## config.mk

```make
export PLATFORM = sky130hd
export DESIGN_NAME = uart_rx_loader
export DESIGN_NICKNAME = d
export VERILOG_FILES = /design/src/rtl/uart_loader_pkg.sv /design/src/rtl/uart_rx_loader.sv
export SDC_FILE = /design/constraint.sdc
export NUM_CORES = 1
export LEC_CHECK = 0
export BUFFER_PORTS_ARGS = -buffer_cell sky130_fd_sc_hd__buf_4
export CORE_MARGIN = 1
export CORE_UTILIZATION = 40
export DETAILED_ROUTE_END_ITERATION = 8
export SLEW_MARGIN = 20
export SYNTH_ARGS = -nofsm -noshare
export SYNTH_HDL_FRONTEND = slang
export SYNTH_SLANG_ARGS = --single-unit
```

## constraint.sdc

```tcl
create_clock -name i_Clock -period 2.74 [get_ports i_Clock]
set_input_delay 0.548 -clock i_Clock [delete_from_list [all_inputs] [get_ports i_Clock]]
set_output_delay 0.548 -clock i_Clock [all_outputs]
set_load 0.1 [all_outputs]
```

## src/rtl/uart_loader_pkg.sv

```systemverilog
// Shared encodings for the UART boot/reload packet loader.
package uart_loader_pkg;

    localparam logic [2:0] ST_IDLE  = 3'd0;
    localparam logic [2:0] ST_CMD   = 3'd1;
    localparam logic [2:0] ST_ADDR  = 3'd2;
    localparam logic [2:0] ST_LEN   = 3'd3;
    localparam logic [2:0] ST_DATA  = 3'd4;
    localparam logic [2:0] ST_CHECK = 3'd5;

    typedef enum logic [2:0] {
        S_IDLE  = ST_IDLE,
        S_CMD   = ST_CMD,
        S_ADDR  = ST_ADDR,
        S_LEN   = ST_LEN,
        S_DATA  = ST_DATA,
        S_CHECK = ST_CHECK
    } state_e;

    localparam logic [7:0] CMD_WRITE = 8'h01;
    localparam logic [7:0] CMD_JUMP  = 8'h02;

    localparam logic [2:0] ERR_NONE    = 3'd0;
    localparam logic [2:0] ERR_BAD_CMD = 3'd1;
    localparam logic [2:0] ERR_CHKSUM  = 3'd2;
    localparam logic [2:0] ERR_TIMEOUT = 3'd3;
    localparam logic [2:0] ERR_OVERRUN = 3'd4;

endpackage

```

## src/rtl/uart_rx_loader.sv

```systemverilog
// Framed load protocol parser: turns UART bytes into word writes
// and a boot jump request.
module uart_rx_loader
    import uart_loader_pkg::*;
#(
    parameter logic [7:0]  SYNC_BYTE    = 8'hA5,
    parameter int unsigned TIMEOUT_CLKS = 1000000
) (
    input  logic        i_Clock,
    input  logic        i_Reset_n,
    input  logic        i_Rx_DV,
    input  logic [7:0]  i_Rx_Byte,
    output logic        o_Mem_Wr,
    output logic [31:0] o_Mem_Addr,
    output logic [31:0] o_Mem_Data,
    input  logic        i_Mem_Ready,
    output logic        o_Jump,
    output logic [31:0] o_Jump_Addr,
    output logic        o_Busy,
    output logic        o_Done,
    output logic [2:0]  o_Error
);

    localparam logic [31:0] TMO_LAST = 32'(TIMEOUT_CLKS - 1);

    state_e      state_q, state_d;
    logic        jump_cmd_q, jump_cmd_d;
    logic [31:0] addr_q, addr_d;
    logic [15:0] len_q, len_d;
    logic [23:0] word_q, word_d;
    logic [1:0]  cnt_q, cnt_d;
    logic [7:0]  chk_q, chk_d;
    logic [31:0] tmo_q, tmo_d;
    logic        wr_q, wr_d;
    logic [31:0] wr_addr_q, wr_addr_d;
    logic [31:0] wr_data_q, wr_data_d;
    logic        jump_q, jump_d;
    logic [31:0] jump_addr_q, jump_addr_d;
    logic        done_q, done_d;
    logic [2:0]  err_q, err_d;

    logic        wr_blocked;
    logic [15:0] len_next;
    logic [31:0] word_next;

    assign wr_blocked = wr_q && !i_Mem_Ready;
    assign len_next   = {i_Rx_Byte, len_q[15:8]};
    assign word_next  = {i_Rx_Byte, word_q};

    always_ff @(posedge i_Clock) begin
        if (!i_Reset_n) begin
            state_q     <= S_IDLE;
            jump_cmd_q  <= 1'b0;
            addr_q      <= '0;
            len_q       <= '0;
            word_q      <= '0;
            cnt_q       <= '0;
            chk_q       <= '0;
            tmo_q       <= '0;
            wr_q        <= 1'b0;
            wr_addr_q   <= '0;
            wr_data_q   <= '0;
            jump_q      <= 1'b0;
            jump_addr_q <= '0;
            done_q      <= 1'b0;
            err_q       <= ERR_NONE;
        end else begin
            state_q     <= state_d;
            jump_cmd_q  <= jump_cmd_d;
            addr_q      <= addr_d;
            len_q       <= len_d;
            word_q      <= word_d;
            cnt_q       <= cnt_d;
            chk_q       <= chk_d;
            tmo_q       <= tmo_d;
            wr_q        <= wr_d;
            wr_addr_q   <= wr_addr_d;
            wr_data_q   <= wr_data_d;
            jump_q      <= jump_d;
            jump_addr_q <= jump_addr_d;
            done_q      <= done_d;
            err_q       <= err_d;
        end
    end

    always_comb begin
        state_d     = state_q;
        jump_cmd_d  = jump_cmd_q;
        addr_d      = addr_q;
        len_d       = len_q;
        word_d      = word_q;
        cnt_d       = cnt_q;
        chk_d       = chk_q;
        tmo_d       = tmo_q + 32'd1;
        wr_d        = wr_q;
        wr_addr_d   = wr_addr_q;
        wr_data_d   = wr_data_q;
        jump_d      = 1'b0;
        jump_addr_d = jump_addr_q;
        done_d      = 1'b0;
        err_d       = err_q;

        if (wr_q && i_Mem_Ready) begin
            wr_d = 1'b0;
        end
        if (state_q == S_IDLE) begin
            tmo_d = '0;
        end

        if (i_Rx_DV) begin
            tmo_d = '0;
            unique case (state_q)
                S_IDLE: begin
                    if (i_Rx_Byte == SYNC_BYTE) begin
                        state_d = S_CMD;
                        err_d   = ERR_NONE;
                        chk_d   = '0;
                        cnt_d   = '0;
                    end
                end
                S_CMD: begin
                    chk_d = chk_q ^ i_Rx_Byte;
                    cnt_d = '0;
                    if (i_Rx_Byte == CMD_WRITE || i_Rx_Byte == CMD_JUMP) begin
                        jump_cmd_d = (i_Rx_Byte == CMD_JUMP);
                        state_d    = S_ADDR;
                    end else begin
                        err_d   = ERR_BAD_CMD;
                        state_d = S_IDLE;
                    end
                end
                S_ADDR: begin
                    chk_d  = chk_q ^ i_Rx_Byte;
                    cnt_d  = cnt_q + 2'd1;
                    addr_d = {i_Rx_Byte, addr_q[31:8]};
                    if (cnt_q == 2'd3) begin
                        // word-align the target as the last byte lands
                        addr_d  = {i_Rx_Byte, addr_q[31:10], 2'b00};
                        state_d = jump_cmd_q ? S_CHECK : S_LEN;
                    end
                end
                S_LEN: begin
                    chk_d = chk_q ^ i_Rx_Byte;
                    len_d = len_next;
                    cnt_d = cnt_q + 2'd1;
                    if (cnt_q == 2'd1) begin
                        cnt_d   = '0;
                        state_d = (len_next == '0) ? S_CHECK : S_DATA;
                    end
                end
                S_DATA: begin
                    chk_d  = chk_q ^ i_Rx_Byte;
                    cnt_d  = cnt_q + 2'd1;
                    word_d = word_next[31:8];
                    if (cnt_q == 2'd3) begin
                        if (wr_blocked) begin
                            err_d   = ERR_OVERRUN;
                            state_d = S_IDLE;
                        end else begin
                            wr_d      = 1'b1;
                            wr_addr_d = addr_q;
                            wr_data_d = word_next;
                            addr_d    = addr_q + 32'd4;
                            len_d     = len_q - 16'd1;
                            if (len_q == 16'd1) begin
                                state_d = S_CHECK;
                            end
                        end
                    end
                end
                S_CHECK: begin
                    state_d = S_IDLE;
                    if (i_Rx_Byte == chk_q) begin
                        done_d = 1'b1;
                        if (jump_cmd_q) begin
                            jump_d      = 1'b1;
                            jump_addr_d = addr_q;
                        end
                    end else begin
                        err_d = ERR_CHKSUM;
                    end
                end
                default: state_d = S_IDLE;
            endcase
        end else if (state_q != S_IDLE && tmo_q == TMO_LAST) begin
            err_d   = ERR_TIMEOUT;
            state_d = S_IDLE;
            tmo_d   = '0;
        end
    end

    assign o_Mem_Wr    = wr_q;
    assign o_Mem_Addr  = wr_addr_q;
    assign o_Mem_Data  = wr_data_q;
    assign o_Jump      = jump_q;
    assign o_Jump_Addr = jump_addr_q;
    assign o_Done      = done_q;
    assign o_Error     = err_q;
    assign o_Busy      = (state_q != S_IDLE) || wr_q;

endmodule

```

After elaboration in Yosys (flattened, before gate mapping)
Cells that the tools add are included.
{"block": "word_totals", "register_bits": 220, "inputBits": 12, "output_inout_bits": 103, "word_cells": 115}
{"block": "classes", "n_addsub": 4, "eq_ne": 25, "n_mux": 39, "bitwise": 3, "reduce_logical": 29}
{"operator": "$mux W32", "n": 2}
{"operator": "$pmux W32 S2", "n": 1}
{"operator": "$mux W3", "n": 16}
{"operator": "$add A32 B1 Y32 const B", "n": 1}
{"operator": "$add A32 B3 Y32 const B", "n": 1}
{"operator": "$eq A32 B20 Y1 const B", "n": 1}
{"operator": "$mux W16", "n": 2}
{"operator": "$pmux W16 S2", "n": 1}
{"operator": "$reduce_and A4 Y1", "n": 5}
{"operator": "$ne A3 B3 Y1 const B", "n": 6}
{"operator": "$eq A16 B1 Y1 const B", "n": 1}
{"operator": "$logic_not A16 Y1", "n": 1}
{"operator": "$pmux W8 S2", "n": 1}
{"operator": "$sub A16 B1 Y16 const B", "n": 1}
{"operator": "$pmux W3 S5", "n": 1}
{"operator": "$pmux W3 S4", "n": 1}
{"operator": "$reduce_and A3 Y1", "n": 4}
{"operator": "$eq A8 B1 Y1 const B", "n": 1}
{"operator": "$eq A8 B2 Y1 const B", "n": 1}
{"operator": "$eq A8 B8 Y1", "n": 1}
{"operator": "$eq A8 B8 Y1 const B", "n": 1}
{"operator": "$mux W1", "n": 8}
{"operator": "$mux W2", "n": 4}
{"operator": "$mux W8", "n": 1}
{"operator": "26 further kinds", "n": 37}

Longest topological paths before layout
Gate-level depths: netlist (run 1).
{"block": "logic_depth", "depth_word": 6, "mapped_depth": 9}

Least setup slack after synthesis (run 1)
OpenSTA, ideal clock, no wires.
{"block": "synth_path", "kind": "reg2reg", "start": "reg wr_q, in the netlist o_Mem_Wr", "end": "reg addr_q[17]", "setup_time_ns": 0.119, "t_arrival_ns": 2.391, "required_time_ns": 2.621, "slack_ns": 0.230, "path_stages_with_launch": 8, "synth_period_minus_slack_ns": 2.510, "cell_sequence": "dfxtp_1 nand2b_1 and4_1 clkbuf_1 nor2_1 clkbuf_1 a21oi_1 o221a_2"}
{"block": "synth_between", "elab_chain_len": 3}
{"item": "start: declaration", "line_no": "uart_rx_loader.sv:34", "rtl": "logic wr_q, wr_d;"}
{"item": "start signal: assignment", "line_no": "uart_rx_loader.sv:76", "rtl": "wr_q <= wr_d;"}
{"item": "$logic_and A1 B1 Y1", "line_no": "uart_rx_loader.sv:46", "rtl": "assign wr_blocked = wr_q && !i_Mem_Ready;"}
{"item": "$ne A2 B2 Y1 (no line)"}
{"item": "$reduce_and A4 Y1 (no line)"}
{"item": "end signal: assignment", "line_no": "uart_rx_loader.sv:70", "rtl": "addr_q <= addr_d;"}
{"item": "end: declaration", "line_no": "uart_rx_loader.sv:28", "rtl": "logic [31:0] addr_q, addr_d;"}
Every way passes these cells.
A chain may end at the register's enable or synchronous reset.

Worst setup path in the final report (run 1)
{"block": "layout_path", "start": "reg state_q[2]", "end": "out o_Busy"}
{"block": "layout_between", "elab_chain_len": 2}
{"item": "start: declaration", "line_no": "uart_rx_loader.sv:26", "rtl": "state_e state_q, state_d;"}
{"item": "start signal: assignment", "line_no": "uart_rx_loader.sv:68", "rtl": "state_q <= state_d;"}
{"item": "$reduce_bool A3 Y1", "line_no": "uart_rx_loader.sv:199", "rtl": "assign o_Busy = (state_q != S_IDLE) || wr_q;"}
{"item": "$logic_or A1 B1 Y1", "line_no": "uart_rx_loader.sv:199"}
{"item": "end: declaration", "line_no": "uart_rx_loader.sv:19", "rtl": "output logic o_Busy,"}
Every way passes these cells.

==> flow_summary.ini, run 1 <==
[floorplan]
die_w_um = 159
coreArea_mm2 = 0.0243
boundaryPins = 115
dieArea_mm2 = 0.0254
rows = 57
start_util_pct = 40.8
die_y_um = 159

[detailed_routing]
drc = 0
dr.max_layer_used = met4
route.met2.wl_mm = 11.6
wl_mm = 26.3
drtIter0Drc = 667
drt_pass1_iterations = 4
vias = 8923
drt-wirelength-per-cell_um = 15.9
wirelength_met1_mm = 13.0
wl_met3_mm = 1.36
antenna_left = 0
vias_per_cell = 5.40

[global_route]
grt_overflow = 0
antenna_found_initial = 0
grt_max_degree = 89
grt_usage_pct = 20.5
grt_pass1_wl_mm = 43.6
grt_pass1_vias = 8302

[timing]
finClkSkew_ps = 25.1
hold_violations = 0
tightest_slew_ps = 607
drv_slew = 0
max-slew-margin-rel_pct = 59.5
min_period_over_period_pct = 94.0
finalCriticalPeriod_ps = 2580
grt_setup_unrepaired = no
setup_viol_count_final = 0
fin_tns_setup_ps = 0
max_freq_ghz = 0.388

[cts]
cts_tree = done
htreeDepth = 1
root_buffer = clkbuf_16
clockBufferDepth = 3
post_cts_buffers = 0
numCtsBuffers = 25
clk_pin_slew_ps = 60
cts_sinks = 220
hold_buffers = 0
clk_latency_ps = 540

[yosys]
synth_cell_types = 68
synth_area_leader_cell = dfxtp_1
synthTopCellsByCount = 261 x nand2_1, 220 x dfxtp_1, 146 x a21oi_1
yosys.area.top_type_share_pct = 44.4
synth_area_per_cell_um2 = 7.96
synth_edf_count = 0
ys_ff_latch = 220
synth_most_common_cell = nand2_1
ys_seq_area_share_pct = 44.4
syn_inst = 1245
synth_fp_nets = 1264
synthTopCellsByArea = dfxtp_1 44%, nand2_1 9.9%, a21oi_1 7.4%, nor2_1 4.3%, mux2i_1 3.9%
synth-main-ff-cell = dfxtp_1
async_reset_ff_share_pct = 0
syn_area_mm2 = 0.00991
ys_warn_count = 0

[power]
leakage_nw = 4.49
report.power.total_mw = 6.71
p_per_area_mw_per_mm2 = 568
max-vdd-ir-drop_v = 0.000413

[outcome]
status = finished clean

[run]
maxCapViolCount = 0

[critical_path]
start_kind = register
cp-end-kind = output pin
cp_data_arrival_time_ps = 2030
crit_type = reg2out
critPathMaxFanout = 13
required_ps = 2190

[placed_design]
hpwl_mm = 16.7
place_area_mm2 = 0.0110
gp_congestion = 0.837
io_buffers = 114

[worst_hold_path]
hold_path.class = in2reg

[layout]
syn_to_final_growth_pct = 19.3
nNetsFinal = 1331
drive_above_1_share_pct = 15.4
n_antenna_cell = 0
design_area_mm2 = 0.0118
kinds of logic after synthesis:
family | count (synthesis) | share of synthesized area (%)
AO/OA/AOI/OAI | 270 | 16.1
XOR/XNOR | 40 | 3.53
adder cells (fa/ha/maj) | 7 | 0.883
buffers and inverters | 112 | 4.72
flip-flops | 220 | 44.4
multiplexers | 39 | 3.94
AND/OR/NAND/NOR | 557 | 26.4
cell usage in the layout (no fill, tap or decap), types with 4 or more instances in the layout:
master	count
nand3b_1	12
nand4_1	27
o221a_2	8
or3_1	7
and4_1	8
a211oi_1	5
nor2_1	113
nor4_1	21
o21ai_0	46
inv_1	11
o31a_1	7
nand2_1	261
nor3_1	22
o31ai_1	5
o22ai_1	7
or4_1	4
dfxtp_1	219
xnor2_1	23
mux2i_1	39
clkbuf_16	25
clkinv_2	5
nand3_1	33
nand2b_1	5
a41oi_1	4
ha_1	7
xor2_1	17
clkbuf_1	4
buf_4	137
a21oi_1	146
a31oi_1	12
and3_1	15
o21a_1	4
worst max-delay path, cell delays in order, from the launching register on:
cell and delay (ps):
dfxtp_1 440, or3_1 510, or2_2 320, buf_4 230
where the power goes:
part	internal, mW	switching [mW]
combinational	0.0310	0.0916
clock	2.04	1.35
sequential	3.20	0.000279
per-layer routing:
layer / track usage, % / up-vias
li1: - / 4462
met1: 29.5 / 4210
met5: 0 / -
met3: 2.84 / 39
met2: 32.2 / 212
met4: 5.16 / 0
flip-flops by register name (all words and copies together) (netlist names):
register	count
o_Done	1
o_Jump	1
o_Jump_Addr	32
len_q	16
addr_q	32
chk_q	8
cnt_q	2
state_q	3
jump_cmd_q	1
word_q	24
tmo_q	32
o_Mem_Wr	1
o_Mem_Addr	32
o_Mem_Data	32
o_Error	3
timing repair:
action | 4_1_cts | 5_1_grt
gates resized for setup | 0 | 1
endpoints found under the setup margin | 0 | 1
endpoints found under the hold margin | 0 | 0
final cells by class:
type	instances	area [um2]
multi-input cells	913	5050
clock inverters	11	151
well taps	324	405
repair buffers	140	1090
clock buffers	32	682
flip-flops and latches	220	4410
inverters	12	47.5
fillers	2396	12500
through the flow:
step	worst slack [ps]	hold slack, ps	instances	utilization, %
6_report	164	309	1652	48.6
5_1_grt	102	306	1652	48.6
4_1_cts	73.9	298	1652	48.6
3_5_place_dp	434	447	1609	45.2
3_3_place_gp	473	444	1609	45.2
2_1_floorplan	230	432	1245	-
path summary, 6_finish.rpt:
path                            cells past startpoint  slack (ps)                    start                     endpoint
worst max-delay path                                3         160  state_q[2]$_SDFFE_PN0P_                       o_Busy
worst min register to register                      2         450   word_q[5]$_SDFFE_PN0P_   o_Mem_Data[5]$_SDFFE_PN0P_
worst max register to register                      6         480   addr_q[2]$_SDFFE_PN0P_      addr_q[28]$_SDFFE_PN0P_
worst min-delay path                                3         310             i_Rx_Byte[5]  o_Mem_Data[29]$_SDFFE_PN0P_
Note: power is estimated with default switching activity, not from simulation.
==> run 2: changes to the inputs <==
--- a/config.mk
+++ b/config.mk
@@ -9,6 +9,7 @@
 export CORE_MARGIN = 1
 export CORE_UTILIZATION = 40
 export DETAILED_ROUTE_END_ITERATION = 8
+export MAX_ROUTING_LAYER = met4
 export SLEW_MARGIN = 20
 export SYNTH_ARGS = -nofsm -noshare
 export SYNTH_HDL_FRONTEND = slang
==> run 2 against run 1 <==
Flip-flop and latch count unchanged; clock power about the same; core utilization unchanged; cell area unchanged; maximum frequency increased by 0.85%.
==> flow_summary.ini, run 2 (synthesis results as in run 1) <==
[outcome]
status = finished clean

[worst_hold_path]
hp-start = i_Rx_Byte[5]
hold_depth = 3
hold_path.class = in2reg
min_to = o_Mem_Data[29]$_SDFFE_PN0P_

[placed_design]
io_buffers = 114
hpwl_mm = 16.7
gp_congestion = 0.850
post-place-ws_ps = 434
place_inst = 1609
place_area_mm2 = 0.0110

[cts]
cts_sinks = 220
root_buffer = clkbuf_16
cts_tree = done
post_cts_buffers = 0
clk_pin_slew_ps = 60
clk_latency_ps = 540
hold_buffers = 0
cts-resized-gates = 0
clockBufferDepth = 3
numCtsBuffers = 25
htreeDepth = 1

[critical_path]
required_ps = 2190
r2r-start = addr_q[2]$_SDFFE_PN0P_
worstReg2RegEnd = addr_q[28]$_SDFFE_PN0P_
cpMaxStageDelayCell = or3_1
start_kind = register
cp_data_arrival_time_ps = 2010
crit_type = reg2out
cp-end-kind = output pin
critPathMaxFanout = 13
r2r_slack_ps = 480
crit_buf_inv = 1
worstSetupStartpoint = state_q[2]$_SDFFE_PN0P_
critPathTopFamily = simple AND/OR/NAND/NOR gates
rr_worst_depth = 6
cpPeakStageDelay_ps = 500
crit_chain = or3_1, or2_2, buf_4

[floorplan]
coreArea_mm2 = 0.0243
die_y_um = 159
dieArea_mm2 = 0.0254
die_w_um = 159
start_util_pct = 40.8
boundaryPins = 115
rows = 57

[timing]
setup_ws_ps = 186
max-slew-margin-rel_pct = 60.0
hold_violations = 0
tightest_slew_ps = 599
drv_slew = 0
setup_viol_count_final = 0
min_period_over_period_pct = 93.2
max_freq_ghz = 0.392
finClkSkew_ps = 23.5
finalCriticalPeriod_ps = 2550
grt_setup_unrepaired = no
fin_tns_setup_ps = 0

[power]
p_int_mw = 5.27
p_per_area_mw_per_mm2 = 567
max-vdd-ir-drop_v = 0.000413
power.switching_mw = 1.44
p_clk_share_pct = 50.5
p_comb_share_pct = 1.8
p_seq_share_pct = 47.7
report.power.total_mw = 6.71
p_sw_share_pct = 21.4
leakage_nw = 4.49

[layout]
drive_above_1_share_pct = 15.4
layoutNonFillerInstCount = 1652
syn_to_final_growth_pct = 19.3
nNetsFinal = 1331
layout_common_cells = 261 x nand2_1, 219 x dfxtp_1, 146 x a21oi_1
n_antenna_cell = 0
final_common_cell = nand2_1
design_area_mm2 = 0.0118

[global_route]
antenna_found_initial = 0
gr-usage-met1_pct = 29.7
grt_max_degree = 89
grt_overflow = 0
grt_pass1_vias = 8289
met3_usage_pct = 2.60
grt_pass1_wl_mm = 43.6
grtUsageMet2_pct = 32.1
busiest_layer = met2
grt_usage_pct = 21.1

[detailed_routing]
drt_pass1_iterations = 5
drtIter0Drc = 634
antenna_left = 0
vias = 8945
drc = 0
drt-wirelength-per-cell_um = 15.9
vias_per_cell = 5.41
wl_mm = 26.3

[run]
maxCapViolCount = 0
==> run 2: how the worst max path moves through the flow <==
stage	slack, ps	depth (start not counted)	end
CTS	70	3	o_Busy
global placement	470	6	o_Error[2]$_SDFFE_PN0P_
global route	100	3	o_Busy
finish	190	3	o_Busy
floorplan	230	7	addr_q[17]$_SDFFE_PN0P_
detailed placement	430	6	o_Error[2]$_SDFFE_PN0P_
==> run 2: power groups by stage <==
stage | Combinational, mW | Clock [mW] | Sequential (mW)
3_5_place_dp | 0.122 | 0 | 3.27
5_1_grt | 0.131 | 3.63 | 3.20
6_report | 0.122 | 3.39 | 3.20
2_1_floorplan | 0.0763 | 0 | 3.27
4_1_cts | 0.122 | 3.47 | 3.20
3_3_place_gp | 0.122 | 0 | 3.27
==> run 2: final cells by class <==
cell class | instances | area [um2]
fillers | 2396 | 12500
multi-input cells | 913 | 5050
flip-flops and latches | 220 | 4410
repair buffers | 140 | 1090
clock buffers | 32 | 682
well taps | 324 | 405
clock inverters | 11 | 151
inverters | 12 | 47.5
==> run 2: worst min-delay path: stages <==
cell	delay, ps
buf_4	150
nand2_1	60
a21oi_1	50
==> run 2: per-stage QoR <==
stage | hold WS (ps) | utilization, %
after global routing | 306 | 48.6
final | 307 | 48.6
after CTS | 298 | 48.6
after floorplan | 432 | -
after detailed placement | 447 | 45.2
after global placement | 444 | 45.2
==> run 2: routing by layer <==
layer  vias to the layer above  wire length, um
met2                       225            11600
met4                         0              442
met3                        44             1300
li1                       4466                -
met5                         -                0
met1                      4210            13000
==> run 3: changes to the inputs <==
--- a/config.mk
+++ b/config.mk
@@ -10,6 +10,7 @@
 export CORE_UTILIZATION = 40
 export DETAILED_ROUTE_END_ITERATION = 8
 export MAX_ROUTING_LAYER = met4
+export RECOVER_POWER = 50
 export SLEW_MARGIN = 20
 export SYNTH_ARGS = -nofsm -noshare
 export SYNTH_HDL_FRONTEND = slang
==> run 3 against run 2 <==
Global-route usage stayed put; wire length decreased by 0.14%; core utilization fell by 1.6 points; clock skew up 1.7 ps; count of clock-buffer cells in the layout stayed put; die area unchanged; critical path type unchanged; critical endpoint unchanged.
==> flow_summary.ini, run 3 (synthesis results as in run 1) <==
[outcome]
status = finished clean

[placed_design]
gp_congestion = 0.850
io_buffers = 114
place_area_mm2 = 0.0110
post-place-ws_ps = 434
hpwl_mm = 16.7

[global_route]
grt_usage_pct = 21.1
grt_max_degree = 89
grt_pass1_vias = 8289
grt_pass1_wl_mm = 43.6
grt_overflow = 0
antenna_found_initial = 0

[run]
maxCapViolCount = 0

[layout]
utilization_pct = 47.0
design_area_mm2 = 0.0114
n_antenna_cell = 0
final_common_cell = nand2_1
syn_to_final_growth_pct = 15.3
drive_above_1_share_pct = 7.61
layout_common_cells = 261 x nand2_1, 219 x dfxtp_1, 146 x a21oi_1
nNetsFinal = 1331

[power]
leakage_nw = 4.05
max-vdd-ir-drop_v = 0.000416
p_per_area_mw_per_mm2 = 588

[timing]
grt_setup_unrepaired = no
tightest_slew_ps = 1260
drv_slew = 0
max_freq_ghz = 0.391
fin_hold_ws_ps = 306
fin_tns_setup_ps = 0
setup_viol_count_final = 0
max-slew-margin-rel_pct = 16.7
finClkSkew_ps = 25.2
setup_ws_ps = 183
hold_violations = 0
min_period_over_period_pct = 93.3
finalCriticalPeriod_ps = 2560

[detailed_routing]
vias_per_cell = 5.40
drt-wirelength-per-cell_um = 15.9
drc = 0
drt_pass1_iterations = 5
wl_mm = 26.3
drtIter0Drc = 570
antenna_left = 0
vias = 8921

[cts]
clockBufferDepth = 3
clk_latency_ps = 550
cts_tree = done
cts_sinks = 220
htreeDepth = 1
numCtsBuffers = 25
clk_pin_slew_ps = 60
root_buffer = clkbuf_16
post_cts_buffers = 0

[critical_path]
crit_chain = or3_1, or2_2, buf_4
start_kind = register
cpMaxStageDelayCell = or3_1
cp-end-kind = output pin
critPathTopFamily = simple AND/OR/NAND/NOR gates
cpPeakStageDelay_ps = 500
critPathMaxFanout = 13
r2r_slack_ps = 430
required_ps = 2190
crit_buf_inv = 1
crit_type = reg2out
cp_data_arrival_time_ps = 2010

[floorplan]
rows = 57
die_w_um = 159
boundaryPins = 115
die_y_um = 159
start_util_pct = 40.8
coreArea_mm2 = 0.0243
dieArea_mm2 = 0.0254

[worst_hold_path]
hold_path.class = in2reg
[run 3: metrics by stage]
stage,std cells,total power [mW]
floorplan,1245,3.35
global placement,1609,3.39
detailed placement,1609,3.39
CTS,1652,6.80
global route,1652,6.95
finish,1652,6.72
[run 3: path summary, 6_finish.rpt]
| kind | startpoint | end | cells past startpoint |
|---|---|---|---|
| worst min-delay path | i_Rx_Byte[5] | o_Mem_Data[29]$_SDFFE_PN0P_ | 3 |
| worst max-delay path | state_q[2]$_SDFFE_PN0P_ | o_Busy | 3 |
| worst min register to register | o_Mem_Data[26]$_SDFFE_PN0P_ | o_Mem_Data[26]$_SDFFE_PN0P_ | 2 |
| worst max register to register | cnt_q[0]$_SDFFE_PN0P_ | addr_q[31]$_SDFFE_PN0P_ | 6 |
[run 3: metal layers]
metal	up-vias	routed length, um	share of wire [%]	GRT usage [%]
met3	41	1260	4.8	2.60
li1	4472	-	-	-
met2	201	11500	44	32.1
met5	-	0	0	-
met4	0	429	1.6	5.16
met1	4207	13100	50	29.7
[run 3: report_power, final]
| group | switching [mW] | internal (mW) |
|---|---|---|
| Clock | 1.35 | 2.04 |
| Sequential | 0.000277 | 3.20 |
| Combinational | 0.0917 | 0.0310 |
[run 3: cell type report]
| type | count | area, um2 |
|---|---|---|
| timing repair buffer | 140 | 689 |
| inverter | 12 | 47.5 |
| multi-input combinational | 913 | 5050 |
| fill | 2511 | 12900 |
| sequential | 220 | 4410 |
| clock buffer | 32 | 682 |
| clock inverter | 11 | 151 |
| tap | 324 | 405 |
[run 3: what timing repair did]
item	CTS	global route
hold buffers	0	0
gates resized for setup	0	1
endpoints found under the setup margin	0	1
hold endpoints to repair	0	0
[run 3: worst min-delay path: stages]
cell and delay [ps]:
buf_4 150, nand2_1 60, a21oi_1 50
